$ cat src/rtl/poly_dataout_pkg.sv
// Shared constants and state encoding for the polynomial unload path.
// Latency: n/a (package only).
// Backpressure: n/a (package only).
package poly_dataout_pkg;

  localparam int KYBER_Q = 3329;
  localparam int WID     = 12;        // coefficient width
  localparam int DWID    = WID * 4;   // RAM word: four coefficients
  localparam int ADDWID  = 5;         // 32 words per polynomial
  localparam int NCOEF   = 128;       // coefficients per unload

  typedef enum logic [1:0] {
    IDLE  = 2'd0,
    FETCH = 2'd1,
    DRAIN = 2'd2,
    FIN   = 2'd3
  } state_t;

endpackage

$ cat src/rtl/poly_csub.sv
// Conditional subtraction of q from one coefficient (value >= q -> value - q).
// Latency: combinational, zero cycles.
// Backpressure: none; pure function of its inputs.
//
// Ports:
//   din  - coefficient in
//   en   - enable the subtraction; when low din passes through
//   dout - coefficient out
module poly_csub #(
  parameter int WID = poly_dataout_pkg::WID
) (
  input  logic [WID-1:0] din,
  input  logic           en,
  output logic [WID-1:0] dout
);
  import poly_dataout_pkg::*;

  localparam logic [WID-1:0] Q = WID'(KYBER_Q);

  assign dout = (en && (din >= Q)) ? (din - Q) : din;

endmodule

$ cat src/rtl/poly_dataout.sv
// Unloads a 128-coefficient polynomial from a 4-coefficient-per-word RAM as a valid/ready stream.
// Latency: first coef_valid 3 cycles after start is sampled; then one coefficient per cycle with ready high.
// Backpressure: coef_ready low stalls the stream; reads stop once buffered + in-flight words reach 2.
//
// Ports:
//   clk, rst          - clock, synchronous active-high reset
//   start, csub       - begin unload (IDLE only); csub latched at start
//   ram_ra, ram_rdo   - RAM read address / data (data one cycle after address is presented)
//   coef_out/_valid/_ready/_last - output coefficient stream, last marks coefficient 127
//   busy, done        - busy from the cycle after start until done; done is a one-cycle pulse
module poly_dataout #(
  parameter int WID    = poly_dataout_pkg::WID,
  parameter int DWID   = poly_dataout_pkg::DWID,
  parameter int ADDWID = poly_dataout_pkg::ADDWID
) (
  input  logic              clk,
  input  logic              rst,
  input  logic              start,
  input  logic              csub,
  output logic [ADDWID-1:0] ram_ra,
  input  logic [DWID-1:0]   ram_rdo,
  output logic [WID-1:0]    coef_out,
  output logic              coef_valid,
  input  logic              coef_ready,
  output logic              coef_last,
  output logic              busy,
  output logic              done
);
  import poly_dataout_pkg::*;

  // Address issued just before FETCH may leave: the next issue is the final word.
  localparam logic [ADDWID-1:0] ADDR_PENULT = ADDWID'((2 ** ADDWID) - 2);
  localparam logic [6:0]        CNT_LAST    = 7'(NCOEF - 1);

  state_t            state;
  logic              csub_r;

  // Read pipeline: rd_v = address presented this cycle, ret_v = data on ram_rdo this cycle.
  logic              rd_v;
  logic              ret_v;

  // Two-entry word buffer.
  logic [DWID-1:0]   buf_dat [2];
  logic              wr_ptr;
  logic              rd_ptr;
  logic [1:0]        buf_cnt;
  logic [1:0]        lane;
  logic [6:0]        coef_cnt;

  logic              issue;
  logic              xfer;
  logic              free_ent;
  logic [2:0]        occ;
  logic [DWID-1:0]   head;
  logic [WID-1:0]    lane_val;

  assign coef_valid = (buf_cnt != 2'd0);
  assign xfer       = coef_valid & coef_ready;
  assign free_ent   = xfer && (lane == 2'd3);
  assign coef_last  = coef_valid && (coef_cnt == CNT_LAST);

  // Reads in flight count against the buffer so a returning word always has a slot.
  assign occ   = {1'b0, buf_cnt} + {2'b00, rd_v} + {2'b00, ret_v};
  // Word 0 is requested on the start cycle itself to meet the 3-cycle first-valid bound.
  assign issue = ((state == IDLE) && start) || ((state == FETCH) && (occ < 3'd2));

  always_comb begin
    head     = buf_dat[rd_ptr];
    lane_val = head[WID-1:0];
    case (lane)
      2'd0:    lane_val = head[0*WID +: WID];
      2'd1:    lane_val = head[1*WID +: WID];
      2'd2:    lane_val = head[2*WID +: WID];
      default: lane_val = head[3*WID +: WID];
    endcase
  end

  poly_csub #(.WID(WID)) u_csub (
    .din  (lane_val),
    .en   (csub_r),
    .dout (coef_out)
  );

  // Control FSM and read issue.
  always_ff @(posedge clk) begin
    if (rst) begin
      state  <= IDLE;
      ram_ra <= '0;
      rd_v   <= 1'b0;
      ret_v  <= 1'b0;
      busy   <= 1'b0;
      done   <= 1'b0;
      csub_r <= 1'b0;
    end else begin
      rd_v  <= issue;
      ret_v <= rd_v;
      done  <= 1'b0;
      if (issue) begin
        ram_ra <= (state == IDLE) ? '0 : (ram_ra + ADDWID'(1));
      end
      case (state)
        IDLE: begin
          if (start) begin
            state  <= FETCH;
            busy   <= 1'b1;
            csub_r <= csub;
          end
        end
        FETCH: begin
          if (issue && (ram_ra == ADDR_PENULT)) begin
            state <= DRAIN;
          end
        end
        DRAIN: begin
          if (xfer && (coef_cnt == CNT_LAST)) begin
            state <= FIN;
            busy  <= 1'b0;
            done  <= 1'b1;
          end
        end
        default: begin
          state <= IDLE;
        end
      endcase
    end
  end

  // Buffer bookkeeping; push and free in the same cycle leave the count unchanged.
  always_ff @(posedge clk) begin
    if (rst) begin
      wr_ptr   <= 1'b0;
      rd_ptr   <= 1'b0;
      buf_cnt  <= 2'd0;
      lane     <= 2'd0;
      coef_cnt <= 7'd0;
    end else begin
      if (ret_v) begin
        wr_ptr <= ~wr_ptr;
      end
      if (free_ent) begin
        rd_ptr <= ~rd_ptr;
      end
      if (xfer) begin
        lane     <= lane + 2'd1;
        coef_cnt <= coef_cnt + 7'd1;
      end
      case ({ret_v, free_ent})
        2'b10:   buf_cnt <= buf_cnt + 2'd1;
        2'b01:   buf_cnt <= buf_cnt - 2'd1;
        default: buf_cnt <= buf_cnt;
      endcase
    end
  end

  // Word storage needs no reset: buf_cnt gates visibility.
  always_ff @(posedge clk) begin
    if (ret_v) begin
      buf_dat[wr_ptr] <= ram_rdo;
    end
  end

endmodule

$ cat config.mk
export PLATFORM = sky130hd
export DESIGN_NAME = poly_dataout
export DESIGN_NICKNAME = d
export VERILOG_FILES = /design/src/rtl/poly_dataout_pkg.sv /design/src/rtl/poly_csub.sv /design/src/rtl/poly_dataout.sv
export SDC_FILE = /design/constraint.sdc
export NUM_CORES = 1
export LEC_CHECK = 0
export ABC_AREA = 1
export BUFFER_PORTS_ARGS = -buffer_cell sky130_fd_sc_hd__buf_2
export CAP_MARGIN = 10
export CORE_UTILIZATION = 46
export DETAILED_ROUTE_END_ITERATION = 7
export PLACE_DENSITY = 0.65
export SLEW_MARGIN = 20
export SYNTH_ARGS = -nofsm -noshare
export SYNTH_HDL_FRONTEND = slang
export SYNTH_SLANG_ARGS = --single-unit
export TNS_END_PERCENT = 20
$ cat constraint.sdc
create_clock -name clk -period 6.5 [get_ports clk]
set_input_delay 0.325 -clock clk [delete_from_list [all_inputs] [get_ports clk]]
set_output_delay 0.325 -clock clk [all_outputs]
set_load 0.02 [all_outputs]
==> results_dict.tcl <==
set metrics [dict create \
    synth_xor_area_frac 0.00918 \
    portBuffers 73 \
    max_freq_mhz 268 \
    outcome "finished clean" \
    cts_buffers 17 \
    crit_slowest_cell "ha_1" \
    gp_congestion 0.851 \
    antenna_found_initial 1 \
    dpl.hpwl_mm 7.75 \
    drt_iter0_markers 241 \
    wl_mm 11.6 \
    nets 718 \
    ys_seq_elements 122 \
    start_util 0.475 \
    grt_pass1_vias 3928 \
    yosys_warnings 0 \
    die_h_um 114 \
    slew_violations 0 \
    cp_data_required_time_ps 6170 \
    crit_path_end_kind "output port" \
    crit_path_start_kind "flip-flop" \
    nFillCells 1049 \
    synthMuxAreaShare 0 \
    crit_top_cell "nand2_1" \
    avgRoutedWirePerCell_um 14.0 \
    switching_share 0.286 \
    fp.dieW_um 114 \
    crit_path_cell_trace "inv_1 -> ha_1 -> nand2_1 -> nand4_1 -> nand2_1 -> a21boi_0 -> ha_1 -> nand3_1 -> nand3_2 -> nand2_2 -> nand2_4 -> nand2_1 -> nand2_1 -> nand2_1 -> buf_2" \
    syn_to_final_growth_pct 17.5 \
    postCtsSetupRepairBufs 0 \
    vdd_ir_drop_max_mv 0.206 \
    rsz0062_at_grt "no" \
    powerDensity_nw_per_um2 341 \
    clock_skew_ps 7.85 \
    crit_path_max_fanout 21 \
    core_sq_um 12100 \
    p_clk_frac 0.396 \
    syn_avg_cell_area_sq_um 9.99 \
    postRouteAntennaNets 0 \
    p_seq_frac 0.412 \
    cp.arrival_ps 3400 \
    fin_tns_setup_ps 0 \
    finalCriticalPeriod_ps 3730 \
    drive_gt1_frac 0.231 \
    fp-row-count 40 \
    track_usage 0.196 \
    io_pins 74 \
    cts_resized 0 \
    htree_levels 4 \
    finalCritPeriodShare 0.574 \
    drcViolationCount 0 \
    design_area_sq_um 6730 \
    dieArea_sq_um 12900 \
    cts_tree "built" \
    cts.sinks 122 \
    holdBufCountCts 0 \
    seq_area_sq_um 3400 \
    grt_pass1_wl_mm 18.9 \
    insertion_delay_ps 420 \
    synthAdderAreaFrac 0.0350 \
    p_sw_uw 657 \
    gr-total-overflow 0 \
    hold_viol 0 \
    power_frac_comb 0.191 \
    slowest_delay_ps 710 \
    setup_violations 0 \
    syn_nets 642 \
    maxSlewHeadroom 0.412 \
    synthesis.instances 573 \
    cts_root_buf "clkbuf_16" \
    synth_compound_area_frac 0.0649 \
    dr.pass1.iters 5 \
    placed_area_sq_um 6150 \
    yosys.area_share.simple 0.223 \
    clk_path_buf_depth 2 \
    avgViaCountPerCell 4.88 \
    multi_input_area_sq_um 1910 \
    synth_cell_types 39 \
    ys_seq_area_frac 0.594 \
    synth_top_family_by_area "simple AND/OR/NAND/NOR gates" \
    path_class "reg -> out" \
    drv_cap 0 \
    grt_max_degree 50 \
    power_leakage_nw 2.79 \
    synth.cell_area_sq_um 5730 \
    worstHoldPathType "in -> reg" \
    clkTransAtPathRegs_ps 50 \
    vias 4056 \
    intPower_mw 1.64 \
    worstMarginPinSlew_ps 881 \
]
==> path summary, 6_finish.rpt <==
check	slack (ps)	endpoint	depth (start not counted)	start
worst min register to register	430	ret_v	2	rd_v
worst max-delay path	2770	coef_out[8]	15	lane[0]
worst min-delay path	90	buf_dat[1][8]	1	ram_rdo[8]
worst max register to register	4610	coef_cnt[5]	8	buf_cnt[0]
==> per-stage QoR <==
step / total power, mW / hold WS, ps / worst slack, ps / cells / utilization
3_5_place_dp: 1.40 / 421 / 3230 / 798 / 0.510
5_1_grt: 2.41 / 83.8 / 2480 / 830 / 0.558
3_3_place_gp: 1.39 / 412 / 3320 / 798 / 0.510
2_1_floorplan: 1.28 / 402 / 3610 / 573 / -
6_report: 2.29 / 95.0 / 2770 / 831 / 0.558
4_1_cts: 2.31 / 80.6 / 2770 / 830 / 0.557
==> metal layers <==
| layer | GRT usage | part of all wire | up-vias |
|---|---|---|---|
| met2 | 0.326 | 0.49 | 104 |
| met1 | 0.238 | 0.44 | 1903 |
| li1 | - | - | 2037 |
| met5 | 0 | 0 | - |
| met3 | 0.0638 | 0.057 | 12 |
| met4 | 0.0675 | 0.011 | 0 |
==> cells in the mapped netlist, drive strengths merged <==
cell type | n | area share
inv | 65 | 0.043
o21ai | 14 | 0.013
ha | 16 | 0.035
edfxtp | 96 | 0.50
buf | 17 | 0.030
o211ai | 12 | 0.016
nor2 | 46 | 0.038
nand2 | 193 | 0.13
nor4 | 1 | 0.0011
nand3 | 28 | 0.034
nand4 | 5 | 0.0055
dfxtp | 26 | 0.091
a21oi | 31 | 0.030
a211oi | 2 | 0.0026
xor2 | 5 | 0.0076
or2 | 3 | 0.0033
a21boi | 2 | 0.0033
nor3b | 1 | 0.0013
xnor2 | 1 | 0.0015
nor3 | 7 | 0.0061
and3 | 1 | 0.0011
clkbuf | 1 | 0.00065
==> layout by cell type, fill, tap and decap left out, types with 2 or more instances in the layout <==
cell type,n
nand3_1,17
nor2_2,8
nand2_2,12
inv_1,60
nor2_1,34
nor2_4,4
nor3_1,7
bufinv_16,2
inv_2,3
buf_2,73
clkbuf_1,3
nand3_2,11
a21oi_2,5
clkbuf_8,3
xor2_1,5
edfxtp_1,96
buf_4,2
o21ai_0,12
clkbuf_16,17
or2_2,2
ha_1,16
dfxtp_1,26
o211ai_1,12
nand2_1,180
a211oi_1,2
clkinv_2,6
nand4_1,5
a21oi_1,26
==> power by group through the flow <==
stage          Clock, mW  Combinational, mW  Sequential (mW)
2_1_floorplan          0              0.329            0.955
3_3_place_gp           0              0.431            0.959
3_5_place_dp           0              0.443            0.960
4_1_cts            0.921              0.445            0.946
5_1_grt            0.955              0.499            0.951
6_report           0.909              0.439            0.946
==> final cells by class <==
type                       instances  share of cell area
tap                              168              0.0312
timing repair buffer              75              0.0565
clock inverter                     9              0.0143
sequential                       122               0.506
antenna                            1            0.000372
multi-input combinational        368               0.284
inverter                          65              0.0368
clock buffer                      23              0.0710
==> registers in the layout, summed over array words and instances (netlist names), named ones only <==
register and flops:
buf_dat 96, coef_cnt 7, ram_ra 5, buf_cnt 2, lane 2, state 2, busy 1, csub_r 1
done 1, rd_ptr 1, rd_v 1, ret_v 1, wr_ptr 1
==> worst max-delay path: cells and delay by family, from the launching register on <==
| family | cells | cell delay, ps |
|---|---|---|
| buffers and inverters | 2 | 290 |
| AND/OR/NAND/NOR | 10 | 1100 |
| AO/OA/AOI/OAI | 1 | 320 |
| adder cells (fa/ha/maj) | 2 | 930 |
| flip-flops | 1 | 360 |
==> logic make-up after synthesis <==
group | after synthesis
xor gates and xnor gates | 6
and+or+nand+nor | 285
buffers and inverters | 83
AOI/OAI and AO/OA | 61
adders and majority gates | 16
DFF | 122
Note: power is estimated with default switching activity, not from simulation.
